==> src/rtl/unload_bram.sv <==
// unload_bram: streams a frame of words from the display BRAM into the output FIFO.
// Reads are issued in address order starting at BASE_ADDR. At most two words are
// outstanding (landing or buffered), so FIFO back-pressure never loses data.
// Optional feature macro GREY_TO_RGB565_EN: expands an 8-bit grey value in
// dout_bram[7:0] into an RGB565 pixel replicated in both 16-bit halves.
module unload_bram #(
  parameter logic [31:0] BASE_ADDR = 32'h0000_0000,
  parameter int unsigned NUM_WORDS = 1024
) (
  input  logic        clk,
  input  logic        rst,
  input  logic        start,
  output logic        busy,
  output logic        done,
  output logic        rd_clk_bram,
  output logic        en_bram,
  output logic [31:0] addr_bram,
  input  logic [31:0] dout_bram,
  output logic        wen_fifo,
  output logic [31:0] dout_fifo,
  input  logic        full_fifo
);

  localparam int unsigned CNT_W = $clog2(NUM_WORDS + 1);
  localparam logic [CNT_W-1:0] LAST_CNT = CNT_W'(NUM_WORDS);

  typedef enum logic [1:0] {
    S_IDLE,
    S_RUN,
    S_DRAIN,
    S_DONE
  } state_t;

  state_t           state_q;
  logic [CNT_W-1:0] issue_cnt_q, issue_cnt_d;
  logic [CNT_W-1:0] wr_cnt_q, wr_cnt_d;
  logic [31:0]      addr_q, addr_d;
  logic             en_q;
  logic             busy_q;
  logic             done_q;
  logic             land_q;            // a read issued last cycle is on dout_bram now
  logic [31:0]      buf0_q, buf0_d;    // buffer head
  logic [31:0]      buf1_q, buf1_d;
  logic [1:0]       occ_q, occ_d;
  logic [1:0]       fill_nxt;
  logic             head_valid;
  logic [31:0]      head_raw;
  logic             pop;

  // Output pixel formatting applied to the buffer head
  function automatic logic [31:0] fmt_word(input logic [31:0] w);
`ifdef GREY_TO_RGB565_EN
    logic [15:0] p;
    p = {w[7:3], w[7:2], w[7:3]};
    return {p, p};
`else
    return w;
`endif
  endfunction

  assign rd_clk_bram = clk;
  assign en_bram     = en_q;
  assign addr_bram   = addr_q;
  assign busy        = busy_q;
  assign done        = done_q;

  // Head of the logical queue: stored entries first, then the word landing this cycle
  always_comb begin
    head_valid = (occ_q != 2'd0) || land_q;
    head_raw   = 32'h0;
    if (occ_q != 2'd0) begin
      head_raw = buf0_q;
    end else if (land_q) begin
      head_raw = dout_bram;
    end
    pop       = head_valid && !full_fifo;
    wen_fifo  = pop;
    dout_fifo = fmt_word(head_raw);
  end

  // Skid buffer update: pop the head, append the landing word, keep order
  always_comb begin
    occ_d  = occ_q;
    buf0_d = buf0_q;
    buf1_d = buf1_q;
    case (occ_q)
      2'd0: begin
        if (land_q && !pop) begin
          buf0_d = dout_bram;
          occ_d  = 2'd1;
        end
      end
      2'd1: begin
        if (pop) begin
          if (land_q) buf0_d = dout_bram;
          else        occ_d  = 2'd0;
        end else if (land_q) begin
          buf1_d = dout_bram;
          occ_d  = 2'd2;
        end
      end
      default: begin
        if (pop) begin
          buf0_d = buf1_q;
          if (land_q) buf1_d = dout_bram;
          else        occ_d  = 2'd1;
        end
      end
    endcase
    fill_nxt    = occ_d + 2'(en_q);
    issue_cnt_d = issue_cnt_q + CNT_W'(en_q);
    wr_cnt_d    = wr_cnt_q + CNT_W'(pop);
    addr_d      = addr_q + 32'(en_q);
  end

  // Control FSM, counters, address and buffer storage
  always_ff @(posedge clk) begin
    if (rst) begin
      state_q     <= S_IDLE;
      issue_cnt_q <= '0;
      wr_cnt_q    <= '0;
      addr_q      <= 32'h0;
      en_q        <= 1'b0;
      busy_q      <= 1'b0;
      done_q      <= 1'b0;
      land_q      <= 1'b0;
      buf0_q      <= 32'h0;
      buf1_q      <= 32'h0;
      occ_q       <= 2'd0;
    end else begin
      land_q      <= en_q;
      buf0_q      <= buf0_d;
      buf1_q      <= buf1_d;
      occ_q       <= occ_d;
      issue_cnt_q <= issue_cnt_d;
      wr_cnt_q    <= wr_cnt_d;
      addr_q      <= addr_d;
      case (state_q)
        S_IDLE: begin
          done_q <= 1'b0;
          en_q   <= 1'b0;
          if (start) begin
            state_q     <= S_RUN;
            busy_q      <= 1'b1;
            addr_q      <= BASE_ADDR;
            issue_cnt_q <= '0;
            wr_cnt_q    <= '0;
            en_q        <= 1'b1;
          end
        end
        S_RUN: begin
          en_q <= (issue_cnt_d < LAST_CNT) && (fill_nxt < 2'd2);
          if (issue_cnt_d == LAST_CNT) begin
            state_q <= S_DRAIN;
          end
        end
        S_DRAIN: begin
          en_q <= 1'b0;
          if (wr_cnt_d == LAST_CNT) begin
            state_q <= S_DONE;
            done_q  <= 1'b1;
          end
        end
        default: begin
          en_q    <= 1'b0;
          done_q  <= 1'b0;
          busy_q  <= 1'b0;
          state_q <= S_IDLE;
        end
      endcase
    end
  end

endmodule
==> config.mk <==
export PLATFORM = sky130hd
export DESIGN_NAME = unload_bram
export DESIGN_NICKNAME = d
export VERILOG_FILES = /design/src/rtl/unload_bram.sv
export SDC_FILE = /design/constraint.sdc
export NUM_CORES = 1
export LEC_CHECK = 0
export CORE_ASPECT_RATIO = 0.8
export CORE_MARGIN = 5
export CORE_UTILIZATION = 57
export CTS_CLUSTER_DIAMETER = 100
export CTS_CLUSTER_SIZE = 24
export DETAILED_ROUTE_END_ITERATION = 7
export PLACE_DENSITY = 0.86
export SYNTH_ARGS = -nofsm -noshare
export SYNTH_HDL_FRONTEND = slang
export SYNTH_SLANG_ARGS = --single-unit
==> constraint.sdc <==
create_clock -name clk -period 9.6 [get_ports clk]
set_input_delay 1.44 -clock clk [delete_from_list [all_inputs] [get_ports clk]]
set_output_delay 1.44 -clock clk [all_outputs]
set_load 0.005 [all_outputs]
### Word level (Yosys, flattened, before mapping)

Cells that the tools add are included.
Widths: inputs -> output; s select.

* add/subtract/negate cells: 4
* order comparisons: 2
* equal/unequal tests: 12
* muxes and demuxes: 34
* bitwise operators: 3
* reductions and logical operators: 17

Operators with widths (number)
* $mux 32: 11
* $pmux 32 s2: 2
* $mux 11: 4
* $add 32x1->32: 1
* $add 11x1->11: 2
* $eq 11x11->1 const B: 2
* $mux 2: 9
* $ne 2x2->1 const B: 7
* $lt 11x11->1 const B: 1
* $pmux 1 s2: 3
* $pmux 2 s3: 1
* $reduce_and 3->1: 2
* $reduce_bool 2->1: 3
* $eq 2x1->1 const B: 2
* $logic_not 2->1: 2
* $pmux 2 s2: 1
* $reduce_and 2->1: 2
* $reduce_and 4->1: 1
* $logic_and 1x1->1: 3
* $mux 1: 3
* $not 1->1: 3
* $add 2x1->2: 1
* $eq 2x2->1 const B: 1
* $logic_not 1->1: 2
* 3 further kinds: 3

* flip-flop bits (word level): 126
* input port bits: 36
* output and inout bits: 69
* logic and storage cells: 83

### Longest topological paths before layout

* depth after elaboration: 11
* depth in mapped cells: 15
* mapped depth without buffers: 12

==> impl.org <==
** Status
- Result of the run :: finished, final reports clean

** Min path
- The worst hold path terminates at buf1_q[20].
- The path class of the tightest hold or removal check is reg2reg.
- The worst hold path was traced through 2 stages.
- Hold Startpoint :: buf1_q[20]

** STA
- RSZ-0062 raised after global routing :: no
- Headroom to the max-slew limit :: 16.3%
- Across the routed clock network, the largest skew measured is 0.00664 ns.
- Count of final max-slew check failures :: 0
- Actual slew at the worst max-slew pin :: 1.26 ns
- Hold_ws :: 0.456 ns
- Number of endpoints failing setup at the final stage :: 0
- Final hold vios :: 0
- After routing, the total negative slack on setup checks comes to 0 ns.

** Layout
- The number of antenna diodes in the final layout is 0.
- In the final design database the tool counted 853 nets.
- Of the cells placed in the final design, the portion with a size suffix greater than 1 is 5.85%.
- Excluding fillers, the count of instances in the completed layout stands at 957.
- Compared with the post-synthesis result, the final layout area differs by 30.6%.
- Summing all multi-input logic gate instances after layout gives 0.00304 mm^2.
- Area of all sequential standard cells :: 0.00252 mm^2
- The filler cells instantiated in the layout total 659.

** Run
- Max-capacitance violation count :: 0

** Critical path
- Of all nets on the critical path, the largest fanout is 2.
- Worst Path Required :: 8.16 ns
- R2R Path End :: state_q[0]
- R2R cell count :: 12
- The worst register-to-register path has a setup slack of 4.63 ns.
- The worst setup path is captured at an output pin.
- Startpoint types :: clock port
- The worst setup path is of the clk2out kind.
- Worst reg2reg path startpoint :: occ_q[1]
- Data arrives at the worst endpoint at 5.48 ns.

** Yosys
- For this run, asynchronously set or reset flops after synthesis account for 0%.
- For this run, the register share of the synthesized area comes to 43.9%.
- Counting flops with a built-in enable in the synthesized netlist gives 0.
- Yosys warning count :: 0
- Summed over all instances, the cell type with the most area after synthesis is sky130_fd_sc_hd__dfxtp_1.
- Post-Syn Nets :: 767
- Number of distinct library cell variants in the gate-level netlist after synthesis :: 38
- Number of synthesized register bits :: 126
- The cell count after synthesis came out at 722.
- Post-synthesis instance area :: 0.00575 mm^2
- Area fraction of the dominant cell type after synthesis :: 43.9%
- Post-Syn Area per Cell :: 7.96 um^2
- Synth area leaders :: sky130_fd_sc_hd__dfxtp_1 44%, sky130_fd_sc_hd__nand2_1 10%, sky130_fd_sc_hd__mux2i_1 6.3%
- The most used flip-flop cell after synthesis is sky130_fd_sc_hd__dfxtp_1.

** Global routing
- Entering global routing, the biggest net connects 71 pins.
- First-pass GRT wire length :: 23600 um
- In this run the most used layer during global routing was met2.
- For this run, the total global-route usage over all layers was measured as 24.1%.
- GRT met3 Usage :: 7.55%
- After global routing the overflow that remains totals 0.
- Met1 track demand over resource :: 28.4%
- The number of antenna violations at the first check in global routing was 0.
- Via count of the first global-routing pass :: 5188
- GRT met2 Usage :: 40.4%

** Route
- Summed over all layers, the routed wires come to 14700 um.
- Post-detailed-route wirelength per cell :: 15.3 um
- Total number of vias :: 5406
- The count of nets left with antenna violations once routing finished came out at 0.
- The first detailed-routing pass took 5 iterations.
- Via count normalized by instance count :: 5.65
- Violation count after the first detailed-routing iteration :: 469
- After detailed routing, the number of remaining DRC violations is 0.

** Die
- In this run the count of I/O pins placed on the die edge is 105.
- In this run the vertical extent of the chip is 99.8 um.
- Area inside the core boundary :: 0.00973 mm^2
- Initial standard-cell utilization of the core :: 59.1%
- Total number of placement rows :: 32
- The floorplan step set the die width to 122 um.
- The die covers 0.0122 mm^2.

** Power
- VDD IR-drop max :: 0.000181 V
- Summed over all cells, the static leakage comes to 0.00255 uW.
- Total design power :: 1490 uW
- Ratio of total power to cell area :: 198 mW/mm^2

** Placed design
- After detailed placement, the design holds a cell count of 922.
- The wire-length estimate of the detail-placed layout is 9500 um.
- The congestion estimate from routability-driven global placement came to 0.804.
- In this run the tool buffered the top-level ports with 104 buffer cells.

** Clock tree
- Clock-pin slew was measured on the worst setup and hold paths at 0.05 ns.
- Post_cts resized :: 0
- Hold-fix buffer count after cts :: 0
- Skew-Pair Late Insertion Delay :: 0.52 ns
- TritonCTS built the clock tree.
- Post-CTS setup buffers :: 0
-- per-layer routing --
layer,wire length (um),vias up
met5,0,-
met2,7190,196
met3,908,39
met4,361,0
met1,6220,2567
li1,-,2604
-- worst max-delay path, stage by stage --
cell and delay, ns:
sky130_fd_sc_hd__clkbuf_16 0.12, sky130_fd_sc_hd__clkbuf_16 0.13, sky130_fd_sc_hd__clkdlybuf4s50_1 0.43
-- synth_stat cells (3+ instances only) --
master and n:
sky130_fd_sc_hd__clkbuf_1 39, sky130_fd_sc_hd__mux2i_1 36, sky130_fd_sc_hd__buf_1 4, sky130_fd_sc_hd__nand2_1 158, sky130_fd_sc_hd__and2_1 11, sky130_fd_sc_hd__ha_1 9
sky130_fd_sc_hd__nor2_1 93, sky130_fd_sc_hd__dfxtp_1 126, sky130_fd_sc_hd__a21oi_1 41, sky130_fd_sc_hd__o21ai_0 39, sky130_fd_sc_hd__and3_1 10, sky130_fd_sc_hd__xor2_1 30
sky130_fd_sc_hd__nand4_1 4, sky130_fd_sc_hd__a31oi_1 4, sky130_fd_sc_hd__nor3_1 8, sky130_fd_sc_hd__or3_1 3, sky130_fd_sc_hd__inv_1 9, sky130_fd_sc_hd__xnor2_1 19
sky130_fd_sc_hd__a211oi_1 32, sky130_fd_sc_hd__nand3_1 24
-- worst max-delay path by stage --
stage | endpoint | start | slack (ns)
finish | rd_clk_bram | clk | 2.68
global route | rd_clk_bram | clk | 2.66
CTS | rd_clk_bram | clk | 2.67
detailed placement | rd_clk_bram | clk | 2.95
global placement | rd_clk_bram | clk | 2.95
floorplan | rd_clk_bram | clk | 3.25
-- final cells by class --
class,instances,area share (%)
inverters,9,0.450
clock buffers,26,7.72
multi-input cells,543,40.4
repair buffers,107,14.1
flip-flops and latches,126,33.6
clock inverters,10,1.45
well taps,136,2.27
-- registers in the layout, summed over array words and instances (netlist names) --
signal       flops
addr_bram       32
buf0_q          32
buf1_q          32
busy             1
done             1
en_bram          1
issue_cnt_q     11
land_q           1
occ_q            2
state_q          2
wr_cnt_q        11
-- stage by stage --
stage | cell area, um^2 | utilization [%] | setup slack, ns
6_report | 7510 | 77.2 | 2.68
5_1_grt | 7510 | 77.2 | 2.66
4_1_cts | 7510 | 77.2 | 2.67
3_5_place_dp | 6830 | 70.2 | 2.95
3_3_place_gp | 6830 | 70.2 | 2.95
2_1_floorplan | 5750 | - | 3.25
-- layout by cell type (no fill, tap or decap), drive strengths merged, types with 3 or more instances in the layout --
master         Yosys  layout
and2              11      11
dfxtp            126     126
nand3             24      24
ha                 9       9
a21oi             41      41
a31oi              4       4
clkdlybuf4s50      0     103
or3                3       3
nor3               8       8
nor2              93      93
o21ai             39      39
a211oi            32      32
inv                9      10
clkinv             0       5
nand4              4       4
and3              10      10
xor2              30      30
nand2            159     159
mux2i             36      36
and4               3       3
clkbuf            39      25
xnor2             19      19
buf                5       5
-- cell families (layout without fill, tap and decap cells) --
family / count (synthesis) / count (layout) / synth area share, %
flops: 126 / 126 / 43.9
simple gates: 323 / 323 / 23.8
compound gates: 125 / 125 / 12.9
mux: 37 / 37 / 6.47
fa+ha+maj: 9 / 9 / 1.96
buf+inv: 53 / 152 / 3.53
xor+xnor: 49 / 49 / 7.47
-- report_power, final --
part           switching, uW  internal [uW]
Clock                    240            475
Combinational            109           90.6
Sequential              23.6            549
Total                    372           1110
No activity file was read; power rests on OpenSTA's default activity.
